<file path="config.mk">
export PLATFORM = sky130hd
export DESIGN_NAME = uart_tx_arbiter
export DESIGN_NICKNAME = d
export VERILOG_FILES = /design/src/rtl/uart_pkg.sv /design/src/rtl/uart_tx_arbiter_rr_pick.sv /design/src/rtl/uart_tx_arbiter.sv
export SDC_FILE = /design/constraint.sdc
export NUM_CORES = 1
export LEC_CHECK = 0
export ABC_AREA = 1
export ABC_CLOCK_PERIOD_IN_PS = 5340
export CORE_MARGIN = 2
export CORE_UTILIZATION = 55
export CTS_CLUSTER_SIZE = 20
export DETAILED_ROUTE_END_ITERATION = 6
export PLACE_DENSITY = 0.95
export SETUP_SLACK_MARGIN = 0.5
export SYNTH_ARGS = -nofsm -noshare
export SYNTH_HDL_FRONTEND = slang
export SYNTH_SLANG_ARGS = --single-unit
</file>
<file path="constraint.sdc">
create_clock -name i_Clock -period 5.34 [get_ports i_Clock]
set_input_delay 1.068 -clock i_Clock [delete_from_list [all_inputs] [get_ports i_Clock]]
set_output_delay 1.068 -clock i_Clock [all_outputs]
set_load 0.01 [all_outputs]
</file>
<file path="src/rtl/uart_pkg.sv">
// ----------------------------------------------------------------------------
// uart_pkg
//   Shared definitions for the UART transmit path: arbiter state encoding,
//   the watchdog multiplier (bit times per byte plus margin) and a small
//   elaboration-time helper.
// ----------------------------------------------------------------------------
package uart_pkg;

  typedef enum logic [1:0] {
    ST_IDLE = 2'd0,  // no owner, round-robin pick armed
    ST_WAIT = 2'd1,  // byte handed to uart_tx, waiting for its done pulse
    ST_GAP  = 2'd2,  // one clock for uart_tx cleanup
    ST_HOLD = 2'd3   // locked owner owes the next byte of its frame
  } arb_state_e;

  // Watchdog span in bit times: 10 bits on the wire plus two bits of margin.
  localparam int WD_MULT = 12;

  function automatic int max_int(input int a, input int b);
    return (a > b) ? a : b;
  endfunction

endpackage

</file>
<file path="src/rtl/uart_tx_arbiter_rr_pick.sv">
// ----------------------------------------------------------------------------
// rr_pick
//   Combinational round-robin priority picker. Starting just after 'ptr' and
//   wrapping modulo N, returns the first asserted request.
// Ports
//   req     in   N    request vector
//   ptr     in   IW   index of the previous winner (lowest priority now)
//   onehot  out  N    one-hot winner, 0 when no request
//   index   out  IW   binary winner index, 0 when no request
//   any     out  1    at least one request asserted
// ----------------------------------------------------------------------------
module rr_pick #(
  parameter int N  = 4,
  parameter int IW = (N > 1) ? $clog2(N) : 1
) (
  input  logic [N-1:0]  req,
  input  logic [IW-1:0] ptr,
  output logic [N-1:0]  onehot,
  output logic [IW-1:0] index,
  output logic          any
);

  int            c;
  logic [IW-1:0] cidx;

  // Walk from the farthest candidate to the nearest so the nearest asserted
  // request after ptr is the last one written and therefore wins.
  always_comb begin
    // NOTE: every variable assigned here gets a default first, so no path
    // leaves a value held over from a previous evaluation (no latch).
    onehot = '0;
    index  = '0;
    c      = 0;
    cidx   = '0;
    for (int k = N; k >= 1; k--) begin
      c    = (int'(ptr) + k) % N;
      cidx = c[IW-1:0];
      if (req[cidx]) begin
        onehot       = '0;
        onehot[cidx] = 1'b1;
        index        = cidx;
      end
    end
  end

  assign any = |req;

endmodule

</file>
<file path="src/rtl/uart_tx_arbiter.sv">
// ----------------------------------------------------------------------------
// uart_tx_arbiter
//   Shares one uart_tx serializer among NUM_REQ byte producers. Round-robin
//   arbitration with frame locking: the owner keeps the transmitter until it
//   sends a byte tagged last. A watchdog recovers from a missing i_Tx_Done
//   and from an owner that stalls between frame bytes; either sets the sticky
//   o_Err_Timeout flag.
// Ports
//   i_Clock        in   1          system clock, rising edge
//   i_Rst_n        in   1          asynchronous active-low reset
//   i_Req_Valid    in   NUM_REQ    requester r has a byte pending
//   i_Req_Byte     in   8*NUM_REQ  byte of requester r at [8r+7:8r]
//   i_Req_Last     in   NUM_REQ    byte of requester r ends its frame
//   o_Req_Ready    out  NUM_REQ    1-clk pulse, byte of requester r consumed
//   o_Grant        out  NUM_REQ    one-hot owner, 0 when idle
//   o_Tx_DV        out  1          1-clk start strobe to uart_tx
//   o_Tx_Byte      out  8          byte to uart_tx, held until next issue
//   i_Tx_Active    in   1          uart_tx busy
//   i_Tx_Done      in   1          uart_tx end-of-byte pulse
//   o_Busy         out  1          FSM not idle
//   o_Err_Timeout  out  1          sticky watchdog / hold expiry flag
// ----------------------------------------------------------------------------
module uart_tx_arbiter
  import uart_pkg::*;
#(
  parameter int NUM_REQ      = 4,
  parameter int CLKS_PER_BIT = 87,
  parameter int HOLD_MAX     = 1024
) (
  input  logic                 i_Clock,
  input  logic                 i_Rst_n,
  input  logic [NUM_REQ-1:0]   i_Req_Valid,
  input  logic [8*NUM_REQ-1:0] i_Req_Byte,
  input  logic [NUM_REQ-1:0]   i_Req_Last,
  output logic [NUM_REQ-1:0]   o_Req_Ready,
  output logic [NUM_REQ-1:0]   o_Grant,
  output logic                 o_Tx_DV,
  output logic [7:0]           o_Tx_Byte,
  input  logic                 i_Tx_Active,
  input  logic                 i_Tx_Done,
  output logic                 o_Busy,
  output logic                 o_Err_Timeout
);

  localparam int IW       = $clog2(NUM_REQ);
  localparam int WD_LIMIT = WD_MULT * CLKS_PER_BIT;
  localparam int CNT_W    = $clog2(max_int(WD_LIMIT, HOLD_MAX)) + 1;

  // Expiry fires on the clock whose increment would reach the limit, so the
  // flag lands exactly LIMIT clocks after the state was entered.
  localparam logic [CNT_W-1:0] WD_LAST   = CNT_W'(WD_LIMIT - 1);
  localparam logic [CNT_W-1:0] HOLD_LAST = CNT_W'(HOLD_MAX - 1);
  localparam logic [IW-1:0]    PTR_INIT  = IW'(NUM_REQ - 1);

  arb_state_e         state_q, state_d;
  logic [CNT_W-1:0]   cnt_q, cnt_d;
  logic [IW-1:0]      ptr_q, ptr_d;
  logic               lock_q, lock_d;
  logic [NUM_REQ-1:0] grant_q, grant_d;
  logic [NUM_REQ-1:0] ready_q, ready_d;
  logic               dv_q, dv_d;
  logic [7:0]         byte_q, byte_d;
  logic               busy_q;
  logic               err_q, err_d;

  logic [NUM_REQ-1:0] pick_onehot;
  logic [IW-1:0]      pick_idx;
  logic               pick_any;

  rr_pick #(
    .N  (NUM_REQ),
    .IW (IW)
  ) u_rr_pick (
    .req    (i_Req_Valid),
    .ptr    (ptr_q),
    .onehot (pick_onehot),
    .index  (pick_idx),
    .any    (pick_any)
  );

  // Events shared by the next-state and output decoders.
  logic               issue_idle, issue_hold, issue;
  logic               wd_expire, hold_expire;
  logic [IW-1:0]      iss_idx;
  logic [NUM_REQ-1:0] iss_onehot;

  // Issue is withheld while uart_tx is still busy, so DV never overlaps it.
  assign issue_idle  = (state_q == ST_IDLE) && pick_any && !i_Tx_Active;
  // In HOLD only the owner is looked at; grant_q is its one-hot.
  assign issue_hold  = (state_q == ST_HOLD) && |(i_Req_Valid & grant_q) && !i_Tx_Active;
  assign issue       = issue_idle || issue_hold;
  assign wd_expire   = (state_q == ST_WAIT) && !i_Tx_Done && (cnt_q == WD_LAST);
  assign hold_expire = (state_q == ST_HOLD) && !issue_hold && (cnt_q == HOLD_LAST);
  assign iss_idx     = issue_idle ? pick_idx    : ptr_q;
  assign iss_onehot  = issue_idle ? pick_onehot : grant_q;

  // State register.
  always_ff @(posedge i_Clock or negedge i_Rst_n) begin
    if (!i_Rst_n) begin
      state_q <= ST_IDLE;
    end else begin
      // NOTE: sequential state uses non-blocking assignments so every flop
      // samples pre-edge values regardless of process evaluation order.
      state_q <= state_d;
    end
  end

  // Next-state decode.
  always_comb begin
    state_d = state_q;
    unique case (state_q)
      ST_IDLE: if (issue_idle) state_d = ST_WAIT;
      ST_WAIT: begin
        if (i_Tx_Done)      state_d = ST_GAP;
        else if (wd_expire) state_d = ST_IDLE;
      end
      ST_GAP:  state_d = lock_q ? ST_IDLE : ST_HOLD;
      ST_HOLD: begin
        if (issue_hold)       state_d = ST_WAIT;
        else if (hold_expire) state_d = ST_IDLE;
      end
      default: state_d = ST_IDLE;
    endcase
  end

  // Output decode: next values of the registered outputs and datapath.
  always_comb begin
    grant_d = grant_q;
    ready_d = '0;
    dv_d    = 1'b0;
    byte_d  = byte_q;
    lock_d  = lock_q;
    ptr_d   = ptr_q;
    err_d   = err_q;

    if (issue) begin
      grant_d = iss_onehot;
      ready_d = iss_onehot;
      dv_d    = 1'b1;
      byte_d  = i_Req_Byte[{iss_idx, 3'b000} +: 8];
      lock_d  = i_Req_Last[iss_idx];
      ptr_d   = iss_idx;
    end

    if (wd_expire || hold_expire) begin
      err_d   = 1'b1;
      grant_d = '0;
    end

    // End of a frame: the owner gives up the transmitter after the gap.
    if ((state_q == ST_GAP) && lock_q) begin
      grant_d = '0;
    end

    // One counter serves both timeouts; any state change restarts it.
    if (state_d != state_q) begin
      cnt_d = '0;
    end else if ((state_q == ST_WAIT) || (state_q == ST_HOLD)) begin
      cnt_d = cnt_q + CNT_W'(1);
    end else begin
      cnt_d = cnt_q;
    end
  end

  // Registered outputs and datapath.
  always_ff @(posedge i_Clock or negedge i_Rst_n) begin
    if (!i_Rst_n) begin
      cnt_q   <= '0;
      ptr_q   <= PTR_INIT;
      lock_q  <= 1'b0;
      grant_q <= '0;
      ready_q <= '0;
      dv_q    <= 1'b0;
      byte_q  <= '0;
      busy_q  <= 1'b0;
      err_q   <= 1'b0;
    end else begin
      cnt_q   <= cnt_d;
      ptr_q   <= ptr_d;
      lock_q  <= lock_d;
      grant_q <= grant_d;
      ready_q <= ready_d;
      dv_q    <= dv_d;
      byte_q  <= byte_d;
      busy_q  <= (state_d != ST_IDLE);
      err_q   <= err_d;
    end
  end

  assign o_Grant       = grant_q;
  assign o_Req_Ready   = ready_q;
  assign o_Tx_DV       = dv_q;
  assign o_Tx_Byte     = byte_q;
  assign o_Busy        = busy_q;
  assign o_Err_Timeout = err_q;

endmodule

</file>
==> results.toml, run 1 <==
[status]
status = "finished, final reports clean"

[synthesis]
ys_ff_latch = 36
yosys_warnings = 0
synth.distinct_cells = 31
seq_area_frac_synth_pct = 33.0
synth_cells = 393
syn-num-nets = 445
avgSynthCellArea_um2 = 6.98
netlist_area_um2 = 2740

[clock_network]
path_clk_slew_ps = 70
clk-insertion-delay-late_ps = 290
cts_setup_buffers = 0
cts_buffers = 5
cts_tree = "yes"
numClockSinks = 36
post_cts_resized = 0
clockRootBuffer = "clkbuf_8"
htreeDepth = 2
cts_buffer_depth = 2
postCtsHoldBufs = 0

[floorplan]
core_region_area_um2 = 4750
dieArea_um2 = 5570
chipWidth_um = 74.6
floorplan.rows = 25
pin_count = 63
start_util_pct = 57.7
die_h_um = 74.6

[sta]
rsz0062_at_grt = "no"
worstMarginPinSlew_ps = 935
clock.fmax_mhz = 314
fin_crit_sh_pct = 59.6
min_period_ps = 3180
slew_violations = 0
hold_viol = 0
setup_violations = 0
fin_worst_skew_ps = 5.51
finalSetupTns_ps = 0
maxSlewHeadroom_pct = 37.4

[power]
sw_frac_of_total_pct = 23.6
p_leak_nw = 1.87
p_clk_share_pct = 37.1
p_switching_mw = 0.128
p_int_mw = 0.415
power.density_nw_per_um2 = 156
ir_drop_v = 0.000187
seqPwrFrac_pct = 50.3
combPwrFrac_pct = 12.7

[drt]
final_antenna_net_count = 0
vias_per_cell = 5.33
vias = 2779
drt_iter0_drc = 222
drc = 0
drt_wl_total_mm = 6.73
first_pass_iters = 5
drt-wirelength-per-cell_um = 12.9

[place]
dp_hpwl_mm = 5.10
io_buffers = 62
placed_area_um2 = 3380
place_congestion = 0.922

[worst_setup_path]
crit_fanout = 15
reg2reg_from = "ptr_q[1]$_DFFE_PN1N_"
worstSetupPathType = "input port to flop"
rr_worst_depth = 15
endpoint_kind = "flop"
crit_arrival_ps = 3340
r2r_setup_slack_ps = 2670
crit_required_ps = 5500
crit_start = "i_Req_Valid[1]"
cp-endpoint = "cnt_q[9]$_DFFE_PN0P_"
r2r-end = "o_Tx_Byte[7]$_DFFE_PN0N_"
start_kind = "input port"

[finish]
num-fill-cells = 368
final_cell_mix = "107 x nand2_1, 72 x inv_1, 62 x clkdlybuf4s50_1"
layout_commonest_cell = "nand2_1"
stdcell_area_um2 = 3470
drive_gt1_share_pct = 9.91
n_antenna_cell = 0
nNetsFinal = 505
area_growth_syn_to_layout_pct = 26.7

[min_path]
hold_class = "flop to flop"

[global_route]
grt_overflow = 0
grt_pass1_wl_mm = 11.3
grt_max_degree = 37
grt_util_all_layers_pct = 26.1
antenna_found_initial = 0
grt_pass1_vias = 2574

[job]
maxCapViolCount = 0
==> worst min-delay path by stage <==
stage | start | end | slack (ps) | cells after the start
final | o_Tx_Byte[0]$_DFFE_PN0N_ | o_Tx_Byte[0]$_DFFE_PN0N_ | 490 | 2
after global routing | o_Tx_Byte[7]$_DFFE_PN0N_ | o_Tx_Byte[7]$_DFFE_PN0N_ | 530 | 2
after CTS | o_Tx_Byte[0]$_DFFE_PN0N_ | o_Tx_Byte[0]$_DFFE_PN0N_ | 490 | 2
after detailed placement | o_Tx_Byte[0]$_DFFE_PN0N_ | o_Tx_Byte[0]$_DFFE_PN0N_ | 470 | 2
after global placement | o_Tx_Byte[1]$_DFFE_PN0N_ | o_Tx_Byte[1]$_DFFE_PN0N_ | 470 | 2
after floorplan | lock_q$_DFFE_PN0N_ | lock_q$_DFFE_PN0N_ | 470 | 2
==> sequential cells by signal, indices dropped and copies added (netlist names) <==
signal         flops
o_Tx_Byte          8
state_q            2
o_Err_Timeout      1
o_Tx_DV            1
o_Grant            4
cnt_q             12
o_Req_Ready        4
ptr_q              2
lock_q             1
o_Busy             1
==> power by group through the flow <==
| stage | clock network (mW) | logic (mW) | registers (mW) |
|---|---|---|---|
| after floorplan | 0 | 0.0258 | 0.278 |
| after global placement | 0 | 0.0672 | 0.278 |
| after detailed placement | 0 | 0.0686 | 0.278 |
| after CTS | 0.202 | 0.0688 | 0.273 |
| after global routing | 0.214 | 0.0761 | 0.272 |
| final | 0.201 | 0.0687 | 0.273 |
==> critical path, stage by stage <==
cell and delay, ps:
clkdlybuf4s50_1 460, inv_1 100, nand4_1 90, nand3b_1 360, nand2_1 410, a21oi_1 280
nand2_1 310, nand4_1 150, o21ai_0 110
==> layer usage <==
metal | wire (um) | GRT usage (%) | up-vias
li1 | - | - | 1363
met3 | 515 | 5.01 | 21
met4 | 163 | 9.52 | 0
met1 | 2990 | 35.4 | 1251
met5 | 0 | 0 | -
met2 | 3060 | 41.8 | 144
==> synth_stat cells, drive strengths merged <==
library cell | number | share of area, %
a22oi | 1 | 0.27
a21oi | 5 | 0.91
nand4 | 20 | 4.6
nand3b | 2 | 0.55
buf | 10 | 2.6
ha | 8 | 3.7
xor2 | 10 | 3.2
nor4 | 2 | 0.46
o21ai | 12 | 2.7
dfstp | 2 | 1.9
o211ai | 4 | 1.1
nand2 | 124 | 20
dfrtp | 34 | 31
clkinv | 2 | 0.27
nor2 | 11 | 1.8
nor3 | 7 | 1.3
nand3 | 64 | 14
inv | 75 | 10
==> area by class of cell <==
cell class | instances | area [um2] | area share [%]
clock inverter | 2 | 10.0 | 0.288
tap | 67 | 83.8 | 2.41
clock buffer | 6 | 82.6 | 2.38
timing repair buffer | 63 | 628 | 18.1
inverter | 77 | 292 | 8.39
multi-input combinational | 270 | 1470 | 42.4
sequential | 36 | 903 | 26.0
==> through the flow <==
| step | utilization (%) | std cells | total power [mW] | worst slack, ps | hold slack, ps |
|---|---|---|---|---|---|
| CTS | 73.1 | 521 | 0.543 | 2190 | 494 |
| finish | 73.1 | 521 | 0.542 | 2160 | 487 |
| global route | 73.1 | 521 | 0.562 | 1880 | 526 |
| floorplan | - | 393 | 0.304 | 3070 | 472 |
| global placement | 71.1 | 513 | 0.345 | 1970 | 474 |
| detailed placement | 71.1 | 513 | 0.346 | 1860 | 474 |
==> cell families (layout without fill, tap and decap cells) <==
group / after synthesis / after routing / share of synthesized area [%]
xor+xnor: 10 / 10 / 3.19
buf+inv: 87 / 148 / 13.3
simple gates: 230 / 230 / 41.9
flops: 36 / 36 / 33.0
fa+ha+maj: 8 / 8 / 3.65
compound gates: 22 / 22 / 5.02
Power figures use the tool's default switching activity.
==> run 2, diff against run 1 <==
Settings changed: ABC_CLOCK_PERIOD_IN_PS 5340 to 3000, CORE_UTILIZATION 55 to 51, PLACE_DENSITY 0.95 to 0.9.
Clock period 5.34 ns to 3 ns, I/O delays scaled along.
==> results.toml, run 2 (same netlist as run 1, synthesis figures left out) <==
[status]
status = "finished, final reports clean"

[floorplan]
dieArea_um2 = 5980
core_region_area_um2 = 5140
pin_count = 63
start_util_pct = 53.3
die_h_um = 77.3
floorplan.rows = 26
chipWidth_um = 77.3

[sta]
min_period_ps = 2370
setup_violations = 0
worst_slack_ps = 632
fin_crit_sh_pct = 78.9
fin_worst_skew_ps = 14.8
hold_viol = 0
maxSlewHeadroom_pct = 48.9
finalSetupTns_ps = 0
hold-worst-slack_ps = 370
rsz0062_at_grt = "yes"
slew_violations = 0
clock.fmax_mhz = 422
worstMarginPinSlew_ps = 767

[clock_network]
clk-insertion-delay-late_ps = 300
clockRootBuffer = "clkbuf_8"
htreeDepth = 2
numClockSinks = 36
cts_buffer_depth = 2
postCtsHoldBufs = 0
path_clk_slew_ps = 80
cts_buffers = 5
cts_tree = "yes"

[worst_setup_path]
worstSetupPathType = "flop to flop"
crit_fanout = 20
crit_start = "ptr_q[1]$_DFFE_PN1N_"
crit_arrival_ps = 2550
rr_worst_depth = 15
crit_required_ps = 3180
r2r_setup_slack_ps = 630
reg2reg_from = "ptr_q[1]$_DFFE_PN1N_"
cp-endpoint = "lock_q$_DFFE_PN0N_"
r2r-end = "lock_q$_DFFE_PN0N_"
endpoint_kind = "flop"
start_kind = "flop"

[power]
ir_drop_v = 0.000182
power.density_nw_per_um2 = 273
p_total_mw = 0.984
p_switching_mw = 0.226
p_leak_nw = 1.92
combPwrFrac_pct = 12.5
p_clk_share_pct = 38.2
p_int_mw = 0.758
sw_frac_of_total_pct = 22.9
seqPwrFrac_pct = 49.3

[job]
maxCapViolCount = 0

[place]
post-place-cells = 518
io_buffers = 62
place_congestion = 0.923
dp_hpwl_mm = 5.27
placed_area_um2 = 3390
pre_cts_ws_ps = 372

[global_route]
grt_pass1_vias = 2641
grt_util_all_layers_pct = 25.0
grt_overflow = 0
grt_max_degree = 37
antenna_found_initial = 0
grt_pass1_wl_mm = 12.0

[finish]
n_antenna_cell = 0
finish.utilization_pct = 70.0
stdcell_area_um2 = 3600
final_cell_mix = "106 x nand2_1, 71 x inv_1, 61 x clkdlybuf4s50_1"
drive_gt1_share_pct = 12.5
layout_commonest_cell = "nand2_1"
num-fill-cells = 410
area_growth_syn_to_layout_pct = 31.3
stdcell_count = 533
regMostFlops = "cnt_q"
nNetsFinal = 515
largest_register_ffs = 12

[drt]
drc = 0
first_pass_iters = 6
vias_per_cell = 5.46
vias = 2908
drt_iter0_drc = 342
final_antenna_net_count = 0
drt-wirelength-per-cell_um = 13.8
drt_wl_total_mm = 7.37

[min_path]
hold_class = "input port to asynchronous set/reset pin"
==> run 2: cell types whose count changed in the layout (fill, tap and decap cells not counted), sizes merged <==
cell,previous run,this run
buf,1,11
inv,75,74
nand2,124,125
clkbuf,6,7
clkinvlp,0,1
clkinv,4,2
clkdlybuf4s50,62,61
==> run 2: area by class of cell <==
class                      instances  area [um2]  area share, %
clock buffer                       7        96.3           2.68
inverter                          77         295           8.20
multi-input combinational        271        1530           42.4
sequential                        36         903           25.1
tap                               70        87.6           2.43
timing repair buffer              72         691           19.2
==> run 2: power groups by stage <==
stage | clock (mW) | combinational, mW | sequential [mW]
after CTS | 0.372 | 0.122 | 0.485
after floorplan | 0 | 0.0460 | 0.495
after global routing | 0.405 | 0.135 | 0.485
final | 0.376 | 0.123 | 0.485
after detailed placement | 0 | 0.121 | 0.494
after global placement | 0 | 0.119 | 0.494
==> run 2: routing by layer <==
layer  global-route usage, %  part of all wire, %  vias to the layer above
li1                        -                    -                     1391
met1                    31.6                   40                     1331
met2                    42.1                   49                      164
met3                    5.18                  8.4                       22
met4                    8.93                  2.7                        0
met5                       0                    0                        -
==> run 2: critical path, stage by stage, from the launching register on <==
cell        delay, ps
dfstp_2           600
clkinvlp_4        170
ha_4              340
inv_1              80
nand3_1            80
nand2_1           110
nand2_1           110
nand2_1            70
nand2_2           100
nand2_8           130
nand2_8           130
nand2_1            60
nand3_1           100
nand2_1            70
nand2_1            50
nand2_1            40
==> run 2: timing repair <==
action | CTS | global route
cloned | 0 | 1
setup endpoints to repair | 9 | 18
pin swaps | 0 | 2
resized for setup | 3 | 4
buffers inserted | 0 | 7
==> run 2: worst min-delay path by stage <==
stage | cells after the start | end | from
3_3_place_gp | 2 | o_Tx_Byte[6]$_DFFE_PN0N_ | o_Tx_Byte[6]$_DFFE_PN0N_
5_1_grt | 1 | cnt_q[2]$_DFFE_PN0P_ | i_Rst_n
2_1_floorplan | 0 | cnt_q[0]$_DFFE_PN0P_ | i_Rst_n
4_1_cts | 1 | cnt_q[3]$_DFFE_PN0P_ | i_Rst_n
3_5_place_dp | 2 | o_Tx_Byte[6]$_DFFE_PN0N_ | o_Tx_Byte[6]$_DFFE_PN0N_
6_report | 1 | cnt_q[2]$_DFFE_PN0P_ | i_Rst_n
==> run 3, diff against run 2 <==
Settings changed: ABC_CLOCK_PERIOD_IN_PS 3000 to 2300.
Clock period 3 ns to 2.3 ns, I/O delays scaled along.
==> results.toml, run 3 (same netlist as run 1, synthesis figures left out) <==
[finish]
n_antenna_cell = 0
seq_area_um2 = 905
area_growth_syn_to_layout_pct = 58.1
finish.utilization_pct = 84.3
layout_commonest_cell = "nand2_1"
final_cell_mix = "85 x nand2_1, 67 x inv_1, 59 x clkdlybuf4s50_1"
multi_input_area_um2 = 1760
nNetsFinal = 554
largest_register_ffs = 12
regMostFlops = "cnt_q"
stdcell_count = 573
drive_gt1_share_pct = 29.6
num-fill-cells = 276

[drt]
drt_wl_total_mm = 11.3
first_pass_iters = 5
vias_per_cell = 6.24
drt_iter0_drc = 499
vias = 3578
drc = 0
final_antenna_net_count = 0
drt-wirelength-per-cell_um = 19.7

[global_route]
grt_max_degree = 37
grt_pass1_wl_mm = 15.0
grt_util_all_layers_pct = 31.5
antenna_found_initial = 0
grt_overflow = 0
grt_pass1_vias = 3172

[sta]
hold-worst-slack_ps = 508
worstMarginPinSlew_ps = 485
min_period_ps = 2310
fin_crit_sh_pct = 100
worst_slack_ps = -6.62
rsz0062_at_grt = "yes"
slew_violations = 0
clock.fmax_mhz = 434
maxSlewHeadroom_pct = 67.4
setup_violations = 1
fin_worst_skew_ps = 14.2
hold_viol = 0

[floorplan]
core_region_area_um2 = 5140
start_util_pct = 53.3
dieArea_um2 = 5980
die_h_um = 77.3
chipWidth_um = 77.3
pin_count = 63
floorplan.rows = 26

[worst_setup_path]
worstPathCellList = "inv_4, ha_4, nand3_4, nand2_4, nand2_4, nand2_2, nand2_2, nand2_4, nand2_8, buf_12, buf_12, nand2_4, nand3_4, nand2_2, nand2_2, nand2_1"
crit_fanout = 5
endpoint_kind = "flop"
critPathTopFamily = "simple AND/OR/NAND/NOR gates"
cp_slowest_cell = "dfstp_2"
crit_required_ps = 2540
crit_buf_inv = 3
cpPeakStageDelay_ps = 590
worstSetupPathType = "flop to flop"
crit_arrival_ps = 2550
start_kind = "flop"

[clock_network]
postCtsHoldBufs = 0
numClockSinks = 36
cts_buffers = 5
clk-insertion-delay-late_ps = 300
cts_buffer_depth = 2
clockRootBuffer = "clkbuf_8"
path_clk_slew_ps = 80
htreeDepth = 2
cts_tree = "yes"

[power]
sw_frac_of_total_pct = 22.8
p_clk_share_pct = 42.4
ir_drop_v = 0.000297
p_switching_mw = 0.331
p_int_mw = 1.12
power.density_nw_per_um2 = 335
p_leak_nw = 2.29
combPwrFrac_pct = 14.1
seqPwrFrac_pct = 43.6

[min_path]
hold_class = "flop to flop"

[job]
maxCapViolCount = 0

[status]
failed_checks = "negative setup slack"
status = "complete, but fails checks"

[place]
post-place-cells = 540
io_buffers = 62
dp_hpwl_mm = 5.93
pre_cts_ws_ps = -72.1
place_congestion = 0.928
==> run 3: changes by cell type in the layout (fill, tap and decap cells not counted), moves of 8 or more <==
cell     change
o21ai_1      +9
buf_12       +8
nand3_2     +13
nand2_1     -21
nand3_1     -17
buf_4       +18
nand2_4     +12
buf_6       +12
nand2_2     +11
o21ai_0     -10
==> run 3: final timing paths <==
| path | from | to | slack, ps | cells past startpoint |
|---|---|---|---|---|
| hold reg to reg | o_Tx_Byte[6]$_DFFE_PN0N_ | o_Tx_Byte[6]$_DFFE_PN0N_ | 510 | 2 |
| hold / removal | o_Tx_Byte[6]$_DFFE_PN0N_ | o_Tx_Byte[6]$_DFFE_PN0N_ | 510 | 2 |
| min in group asynchronous | i_Rst_n | lock_q$_DFFE_PN0N_ | 570 | 2 |
| setup reg to reg | ptr_q[0]$_DFFE_PN1N_ | lock_q$_DFFE_PN0N_ | -7 | 16 |
| setup / recovery | ptr_q[0]$_DFFE_PN1N_ | lock_q$_DFFE_PN0N_ | -7 | 16 |
| max in group asynchronous | i_Rst_n | state_q[0]$_DFF_PN0_ | 1390 | 2 |
==> run 3: cell type report <==
class	count	share of cell area (%)
clock buffers	7	2.22
clock inverters	1	0.693
inverters	77	6.98
multi-input cells	270	40.6
flip-flops and latches	36	20.9
well taps	70	2.02
repair buffers	112	26.6
==> run 3: worst register-to-register path: stages (launching register included) <==
cell and delay [ps]:
dfstp_2 590, inv_4 50, ha_4 320, nand3_4 80
nand2_4 110, nand2_4 70, nand2_2 70, nand2_2 60
nand2_4 150, nand2_8 80, buf_12 140, buf_12 130
nand2_4 70, nand3_4 80, nand2_2 80, nand2_2 60
nand2_1 90
==> run 3: stage by stage <==
stage / TNS [ps] / power (mW) / area, um2
2_1_floorplan: 0 / 0.706 / 2770
3_3_place_gp: -298 / 0.811 / 3640
3_5_place_dp: -498 / 0.815 / 3640
4_1_cts: 0 / 1.41 / 4110
5_1_grt: -298 / 1.49 / 4340
6_report: -6.62 / 1.45 / 4340
==> run 3: power by group through the flow <==
stage	logic [mW]	clock network (mW)	registers, mW
after detailed placement	0.170	0	0.645
after global placement	0.166	0	0.645
after floorplan	0.0606	0	0.645
after global routing	0.217	0.639	0.633
final	0.204	0.615	0.633
after CTS	0.178	0.602	0.633
==> run 3: metal layers <==
layer	wire (um)	global-route usage, %	up-vias	part of all wire, %
li1	-	-	1463	-
met1	3910	38.3	1631	35
met2	5310	52.5	375	47
met3	1180	8.47	109	10
met4	867	13.0	0	7.7
met5	0	0	-	0
==> run 3: timing repair <==
action | CTS | global route
gates cloned | 0 | 0
pin swaps | 23 | 24
setup endpoints to repair | 31 | 33
buffers inserted | 20 | 5
gates resized for setup | 51 | 50
